`src/rtl/ssd_pkg.sv`:
```
// Shared constants for the seven-segment scan controller: active-low {g..a} segment
// patterns and the two-state scan FSM encoding.
package ssd_pkg;

    localparam logic [6:0] SEG_0     = 7'b1000000;
    localparam logic [6:0] SEG_1     = 7'b1111001;
    localparam logic [6:0] SEG_2     = 7'b0100100;
    localparam logic [6:0] SEG_3     = 7'b0110000;
    localparam logic [6:0] SEG_4     = 7'b0011001;
    localparam logic [6:0] SEG_5     = 7'b0010010;
    localparam logic [6:0] SEG_6     = 7'b0000010;
    localparam logic [6:0] SEG_7     = 7'b1111000;
    localparam logic [6:0] SEG_8     = 7'b0000000;
    localparam logic [6:0] SEG_9     = 7'b0011000;
    localparam logic [6:0] SEG_A     = 7'b0100111;
    localparam logic [6:0] SEG_B     = 7'b0110011;
    localparam logic [6:0] SEG_C     = 7'b0011101;
    localparam logic [6:0] SEG_D     = 7'b0010110;
    localparam logic [6:0] SEG_E     = 7'b0000111;
    localparam logic [6:0] SEG_F     = 7'b1111111;
    localparam logic [6:0] SEG_BLANK = 7'h7F;

    localparam logic [0:0] ST_BLANK  = 1'b0;
    localparam logic [0:0] ST_SHOW   = 1'b1;

endpackage

```
`src/rtl/ssd_seg_enc.sv`:
```
// Combinational hex nibble to active-low {g..a} cathode pattern; F renders blank.
module ssd_seg_enc
    import ssd_pkg::*;
(
    input  logic [3:0] nib,
    output logic [6:0] seg_c
);

    always_comb begin
        seg_c = SEG_BLANK;
        case (nib)
            4'h0: seg_c = SEG_0;
            4'h1: seg_c = SEG_1;
            4'h2: seg_c = SEG_2;
            4'h3: seg_c = SEG_3;
            4'h4: seg_c = SEG_4;
            4'h5: seg_c = SEG_5;
            4'h6: seg_c = SEG_6;
            4'h7: seg_c = SEG_7;
            4'h8: seg_c = SEG_8;
            4'h9: seg_c = SEG_9;
            4'hA: seg_c = SEG_A;
            4'hB: seg_c = SEG_B;
            4'hC: seg_c = SEG_C;
            4'hD: seg_c = SEG_D;
            4'hE: seg_c = SEG_E;
            4'hF: seg_c = SEG_F;
        endcase
    end

endmodule

```
`src/rtl/ssd_scan_ctrl.sv`:
```
// Time-multiplexed 8-digit seven-segment scan controller with anti-ghost blank gap and
// tear-free frame commit. Define SSD_SCAN_LZB_EN to enable leading-zero blanking.
module ssd_scan_ctrl
    import ssd_pkg::*;
#(
    parameter int unsigned CLK_HZ       = 100_000_000,
    parameter int unsigned REFRESH_HZ   = 1000,
    parameter int unsigned NUM_DIGITS   = 8,
    parameter int unsigned BLANK_CYCLES = 64
) (
    input  logic                    ssd_scan_ctrl_port_clk,
    input  logic                    ssd_scan_ctrl_port_rst_n,
    input  logic [4*NUM_DIGITS-1:0] ssd_scan_ctrl_port_data,
    input  logic [NUM_DIGITS-1:0]   ssd_scan_ctrl_port_dp,
    input  logic [NUM_DIGITS-1:0]   ssd_scan_ctrl_port_en,
    input  logic                    ssd_scan_ctrl_port_load,
    output logic [NUM_DIGITS-1:0]   ssd_scan_ctrl_port_an,
    output logic [6:0]              ssd_scan_ctrl_port_cc,
    output logic                    ssd_scan_ctrl_port_dp_out,
    output logic                    ssd_scan_ctrl_port_frame,
    output logic                    ssd_scan_ctrl_port_pending
);

    localparam int unsigned DIGIT_TICKS = CLK_HZ / (REFRESH_HZ * NUM_DIGITS);
    localparam int unsigned CNT_W       = (DIGIT_TICKS > 1) ? $clog2(DIGIT_TICKS) : 1;
    localparam int unsigned IDX_W       = $clog2(NUM_DIGITS);

    logic                           clk;
    logic                           rst_n;
    logic [NUM_DIGITS-1:0][3:0]     data_in_c;

    logic [0:0]                     state_q, state_d;
    logic [CNT_W-1:0]               cnt_q, cnt_d;
    logic [IDX_W-1:0]               idx_q, idx_d;
    logic [NUM_DIGITS-1:0][3:0]     data_act_q, data_act_d, data_stg_q, data_stg_d;
    logic [NUM_DIGITS-1:0]          dp_act_q, dp_act_d, dp_stg_q, dp_stg_d;
    logic [NUM_DIGITS-1:0]          en_act_q, en_act_d, en_stg_q, en_stg_d;
    logic                           pending_q, pending_d;
    logic [NUM_DIGITS-1:0]          an_q, an_d;
    logic [6:0]                     cc_q, cc_d;
    logic                           dp_out_q, dp_out_d;
    logic                           frame_q, frame_d;

    logic                           slot_end_c;
    logic                           wrap_c;
    logic                           digit_lit_c;
    logic [6:0]                     seg_c;

    assign clk       = ssd_scan_ctrl_port_clk;
    assign rst_n     = ssd_scan_ctrl_port_rst_n;
    assign data_in_c = ssd_scan_ctrl_port_data;

    assign slot_end_c = (state_q == ST_SHOW) && (cnt_q == CNT_W'(DIGIT_TICKS - 1));
    assign wrap_c     = slot_end_c && (idx_q == IDX_W'(NUM_DIGITS - 1));

`ifdef SSD_SCAN_LZB_EN
    logic [NUM_DIGITS-1:0] lzb_dark_c;
    logic                  zero_run_c;

    // A digit above 0 goes dark when it and every higher digit are a bare zero.
    always_comb begin
        lzb_dark_c = '0;
        zero_run_c = 1'b1;
        for (int i = NUM_DIGITS - 1; i > 0; i--) begin
            zero_run_c    = zero_run_c & (data_act_q[i] == 4'h0) & ~dp_act_q[i];
            lzb_dark_c[i] = zero_run_c;
        end
    end

    assign digit_lit_c = en_act_q[idx_q] & ~lzb_dark_c[idx_q];
`else
    assign digit_lit_c = en_act_q[idx_q];
`endif

    ssd_seg_enc u_seg_enc (
        .nib   (data_act_q[idx_q]),
        .seg_c (seg_c)
    );

    // Scan FSM, frame commit and output decode.
    always_comb begin
        state_d    = state_q;
        cnt_d      = cnt_q + CNT_W'(1);
        idx_d      = idx_q;
        data_act_d = data_act_q;
        dp_act_d   = dp_act_q;
        en_act_d   = en_act_q;
        data_stg_d = data_stg_q;
        dp_stg_d   = dp_stg_q;
        en_stg_d   = en_stg_q;
        pending_d  = pending_q;
        an_d       = '1;
        cc_d       = SEG_BLANK;
        dp_out_d   = 1'b1;
        frame_d    = wrap_c;

        case (state_q)
            ST_BLANK: begin
                if (cnt_q == CNT_W'(BLANK_CYCLES - 1)) begin
                    state_d = ST_SHOW;
                end
            end
            ST_SHOW: begin
                if (slot_end_c) begin
                    state_d = ST_BLANK;
                    cnt_d   = '0;
                    idx_d   = wrap_c ? '0 : idx_q + IDX_W'(1);
                end
            end
            default: state_d = ST_BLANK;
        endcase

        // Active frame only changes at the wrap; a load in that cycle bypasses staging.
        if (wrap_c) begin
            pending_d = 1'b0;
            if (ssd_scan_ctrl_port_load) begin
                data_act_d = data_in_c;
                dp_act_d   = ssd_scan_ctrl_port_dp;
                en_act_d   = ssd_scan_ctrl_port_en;
            end else if (pending_q) begin
                data_act_d = data_stg_q;
                dp_act_d   = dp_stg_q;
                en_act_d   = en_stg_q;
            end
        end else if (ssd_scan_ctrl_port_load) begin
            data_stg_d = data_in_c;
            dp_stg_d   = ssd_scan_ctrl_port_dp;
            en_stg_d   = ssd_scan_ctrl_port_en;
            pending_d  = 1'b1;
        end

        if ((state_q == ST_SHOW) && digit_lit_c) begin
            an_d[idx_q] = 1'b0;
            cc_d        = seg_c;
            dp_out_d    = ~dp_act_q[idx_q];
        end
    end

    always_ff @(posedge clk or negedge rst_n) begin
        if (!rst_n) begin
            state_q    <= ST_BLANK;
            cnt_q      <= '0;
            idx_q      <= '0;
            data_act_q <= '0;
            dp_act_q   <= '0;
            en_act_q   <= '0;
            data_stg_q <= '0;
            dp_stg_q   <= '0;
            en_stg_q   <= '0;
            pending_q  <= 1'b0;
            an_q       <= '1;
            cc_q       <= SEG_BLANK;
            dp_out_q   <= 1'b1;
            frame_q    <= 1'b0;
        end else begin
            state_q    <= state_d;
            cnt_q      <= cnt_d;
            idx_q      <= idx_d;
            data_act_q <= data_act_d;
            dp_act_q   <= dp_act_d;
            en_act_q   <= en_act_d;
            data_stg_q <= data_stg_d;
            dp_stg_q   <= dp_stg_d;
            en_stg_q   <= en_stg_d;
            pending_q  <= pending_d;
            an_q       <= an_d;
            cc_q       <= cc_d;
            dp_out_q   <= dp_out_d;
            frame_q    <= frame_d;
        end
    end

    assign ssd_scan_ctrl_port_an      = an_q;
    assign ssd_scan_ctrl_port_cc      = cc_q;
    assign ssd_scan_ctrl_port_dp_out  = dp_out_q;
    assign ssd_scan_ctrl_port_frame   = frame_q;
    assign ssd_scan_ctrl_port_pending = pending_q;

endmodule

```
`config.mk`:
```
export PLATFORM = sky130hd
export DESIGN_NAME = ssd_scan_ctrl
export DESIGN_NICKNAME = d
export VERILOG_FILES = /design/src/rtl/ssd_pkg.sv /design/src/rtl/ssd_seg_enc.sv /design/src/rtl/ssd_scan_ctrl.sv
export SDC_FILE = /design/constraint.sdc
export NUM_CORES = 1
export LEC_CHECK = 0
export ABC_AREA = 0
export BUFFER_PORTS_ARGS = -buffer_cell sky130_fd_sc_hd__clkbuf_2
export CAP_MARGIN = 20
export CORE_MARGIN = 2
export CORE_UTILIZATION = 53
export CTS_BUF_LIST = sky130_fd_sc_hd__clkbuf_16
export CTS_CLUSTER_SIZE = 16
export DETAILED_ROUTE_END_ITERATION = 7
export MAX_ROUTING_LAYER = met4
export PLACE_DENSITY = 0.76
export SYNTH_ARGS = -nofsm -noshare
export SYNTH_HDL_FRONTEND = slang
export SYNTH_SLANG_ARGS = --single-unit
```
`constraint.sdc`:
```
create_clock -name ssd_scan_ctrl_port_clk -period 2.4 [get_ports ssd_scan_ctrl_port_clk]
set_input_delay 0.48 -clock ssd_scan_ctrl_port_clk [delete_from_list [all_inputs] [get_ports ssd_scan_ctrl_port_clk]]
set_output_delay 0.48 -clock ssd_scan_ctrl_port_clk [all_outputs]
set_load 0.05 [all_outputs]
```
==> Flow_metrics.wiki <==
{| class="wikitable"
! Metric !! Value
|-
| Post-route antenna net violation count || 0
|-
| Biggest fanout along the worst timing path || 16
|-
| Die Wd || 114 um
|-
| Drt first pass iters || 4
|-
| Synth async-reset ratio || 1.00
|-
| Critical Path Start || cnt_q[0]
|-
| Distinct cells, synth || 53
|-
| Category of the worst setup path launch point || flip-flop
|-
| Start of the worst register-to-register path || cnt_q[0]
|-
| Estimated wirelength of the detail-placed design || 8180 um
|-
| Period minus WS final || 2.15 ns
|-
| Max-capacitance violation count || 0
|-
| Avg Cell Area, Syn || 14.1 um^2
|-
| Placed standard-cell area || 6930 um^2
|-
| Total vias in the final route || 3829
|-
| Achievable frequency || 465 MHz
|-
| Setup clock skew after layout || 0.00598 ns
|-
| Global-route usage over all layers || 0.213
|-
| Top cells by instance count after synthesis || mux2_2 (118), dfrtp_1 (116), mux2_4 (40)
|-
| Wire length on met3 || 454 um
|-
| Die Span Y || 114 um
|-
| Final setup violation count || 0
|-
| Total wire length after detailed routing || 12000 um
|-
| Class of the tightest hold or removal check || in2async
|-
| Cell types occupying the most area after synthesis || dfrtp_1 (46%), mux2_2 (21%), mux2_4 (9.5%)
|-
| Clock latency of the later-clocked register in the worst-skew pair || 0.42 ns
|-
| Cell area after synthesis || 6350 um^2
|-
| Slack of the worst reg-to-reg path || 0.25 ns
|-
| Length of routed wiring on met1 || 5310 um
|-
| Clock-pin slew reported for the worst setup and hold paths after clock tree synthesis || 0.05 ns
|-
| Total CTS buffers || 17
|-
| Critical path class || reg2reg
|-
| Final design area excluding fillers || 7490 um^2
|-
| Maximum number of pins on one net before global-route repair || 133
|-
| Required arrival time at the worst endpoint || 2.70 ns
|-
| Number of max-slew violations in the final report || 0
|-
| Antenna violations before repair || 0
|-
| Clock Root Buffer || clkbuf_16
|-
| CP arrival || 2.45 ns
|-
| #FFs+latches synth || 132
|-
| Full die area || 12900 um^2
|-
| Leftover overflow at the end of global routing || 0
|-
| Area growth syn-to-layout || 17.9%
|-
| Max_slew headroom || 0.528
|-
| Sum of negative setup slack || 0 ns
|-
| Number of diodes added for antenna fixing || 0
|-
| Dominant synthesized flop cell || dfrtp_1
|-
| # IOs || 69
|-
| VDD IR-drop max || 0.000604 V
|-
| Initial Utilization || 0.549
|-
| Post-DR vias/cell || 5.58
|-
| Post-layout nets || 590
|-
| Layout cells sized above 1 || 0.543
|-
| Post-CTS Setup Repair Bufs || 0
|-
| Maximum count of clock buffers along a single path || 2
|-
| Final core occ || 0.648
|-
| Hold-fix buffer count after cts || 0
|-
| Most numerous cell in the Yosys netlist || mux2_2
|-
| Number of DRC markers after the initial detailed-route iteration || 166
|-
| CTS tree || yes
|-
| Final-layout worst hold slack || 0.133 ns
|-
| Power per cell area || 683 nW/um^2
|-
| Port Buffers || 68
|-
| Yosys top cell area share || 0.457
|-
| Kind of capture point of the worst setup path || flip-flop
|-
| DR WL met2 || 6010 um
|-
| Cell type with the largest total area after synthesis || dfrtp_1
|-
| Setup repair after global routing missed its margin || false
|-
| Placed cell count || 654
|-
| Post-synth EDFFs || 0
|-
| First-pass GRT wire length || 20600 um
|-
| Register-to-Register Path Depth || 7
|-
| H-tree level count || 4
|-
| Core area || 11600 um^2
|-
| Yosys warning total || 0
|-
| Vias in the first global route || 4138
|-
| Ratio of final minimum period to clock period || 0.895
|-
| Post-layout instance count excluding filler cells || 686
|-
| Number of instances in the synthesized netlist || 451
|-
| Outcome || completed
|-
| Part of the Yosys area used for sequential elements || 0.523
|-
| Leakage || 3.57 nW
|-
| Number of clock sinks || 132
|-
| DRC violations left || 0
|-
| Synthesized Nets || 511
|-
| Number of endpoints with negative hold slack in the final report || 0
|-
| Worst Tran Pin Value || 0.709 ns
|-
| Top layer used by detailed routing || met4
|-
| Endpoint of the most critical register-to-register path || en_stg_q[3]
|-
| Routability cong. || 0.836
|-
| Row cnt || 39
|-
| DR WL/cell || 17.5 um
|}
## layout by cell type (no fill, tap or decap), drive strengths merged, types with 3 or more instances in the layout
cell / Yosys / final
mux2: 158 / 158
mux2i: 6 / 6
nor2b: 6 / 6
o211ai: 4 / 4
and2: 3 / 3
nand2: 10 / 10
o22ai: 3 / 3
dfstp: 16 / 16
nor2: 16 / 16
xor2: 3 / 3
clkinv: 0 / 9
inv: 6 / 8
clkbuf: 10 / 84
dfrtp: 116 / 116
nand3: 13 / 13
buf: 16 / 19
and3: 3 / 3
ha: 9 / 9
xnor2: 6 / 6
o21ai: 10 / 10
## flip-flops by register name (all words and copies together) (netlist names)
| name | count |
|---|---|
| data_act_q | 32 |
| data_stg_q | 32 |
| cnt_q | 14 |
| dp_act_q | 8 |
| dp_stg_q | 8 |
| en_act_q | 8 |
| en_stg_q | 8 |
| ssd_scan_ctrl_port_an | 8 |
| ssd_scan_ctrl_port_cc | 7 |
| idx_q | 3 |
| ssd_scan_ctrl_port_dp_out | 1 |
| ssd_scan_ctrl_port_frame | 1 |
| ssd_scan_ctrl_port_pending | 1 |
| state_q | 1 |
## cell families (layout without fill, tap and decap cells)
kind of cell               count (synthesis)  after routing  share of synthesized area
muxes                                    166            166                      0.320
buffers and inverters                     32            124                     0.0287
adders and majority gates                  9              9                     0.0177
and+or+nand+nor                           67             67                     0.0579
xor gates and xnor gates                   9              9                     0.0124
AOI/OAI and AO/OA                         36             36                     0.0402
DFF                                      132            132                      0.523
## metal layers
metal	vias up	track usage
met2	89	0.330
li1	1786	-
met3	22	0.0600
met5	-	-
met4	0	0.0780
met1	1932	0.271
## stage by stage
stage               power (mW)  worst slack (ns)
floorplan                 2.60             0.101
global placement          2.74             0.290
detailed placement        2.75             0.183
CTS                       5.18             0.150
global route              5.32            0.0953
finish                    5.12             0.251
## how the worst max path moves through the flow
stage | endpoint | slack [ns] | depth (start not counted)
final | en_stg_q[3] | 0.25 | 7
after CTS | ssd_scan_ctrl_port_cc[4] | 0.15 | 7
after detailed placement | ssd_scan_ctrl_port_cc[4] | 0.18 | 7
after floorplan | ssd_scan_ctrl_port_cc[0] | 0.10 | 10
after global placement | data_stg_q[27] | 0.29 | 7
after global routing | ssd_scan_ctrl_port_cc[1] | 0.1 | 7
## report_power, final
| part | switching [mW] | total, mW | internal, mW |
|---|---|---|---|
| logic | 0.148 | 0.359 | 0.211 |
| registers | 0.0408 | 2.35 | 2.31 |
| clock network | 0.916 | 2.41 | 1.49 |
## worst max-delay path, stage by stage (launching register included)
cell      delay [ns]
dfrtp_1         0.42
ha_1            0.26
nor4bb_1        0.15
and4_1          0.21
and2_4          0.20
nor2b_4         0.16
buf_4           0.26
mux2_2          0.36
## repair_timing
action | CTS | global route
setup endpoints to repair | 0 | 2
endpoints found under the hold margin | 0 | 0
resized for setup | 0 | 1
## cell type report
class                   count  area [um^2]
clock inverters            15          124
clock buffers              17          425
fillers                   824         4080
repair buffers             86          553
flip-flops and latches    132         3320
well taps                 143          179
multi-input cells         287         2860
inverters                   6         22.5
Note: power is estimated with default switching activity, not from simulation.
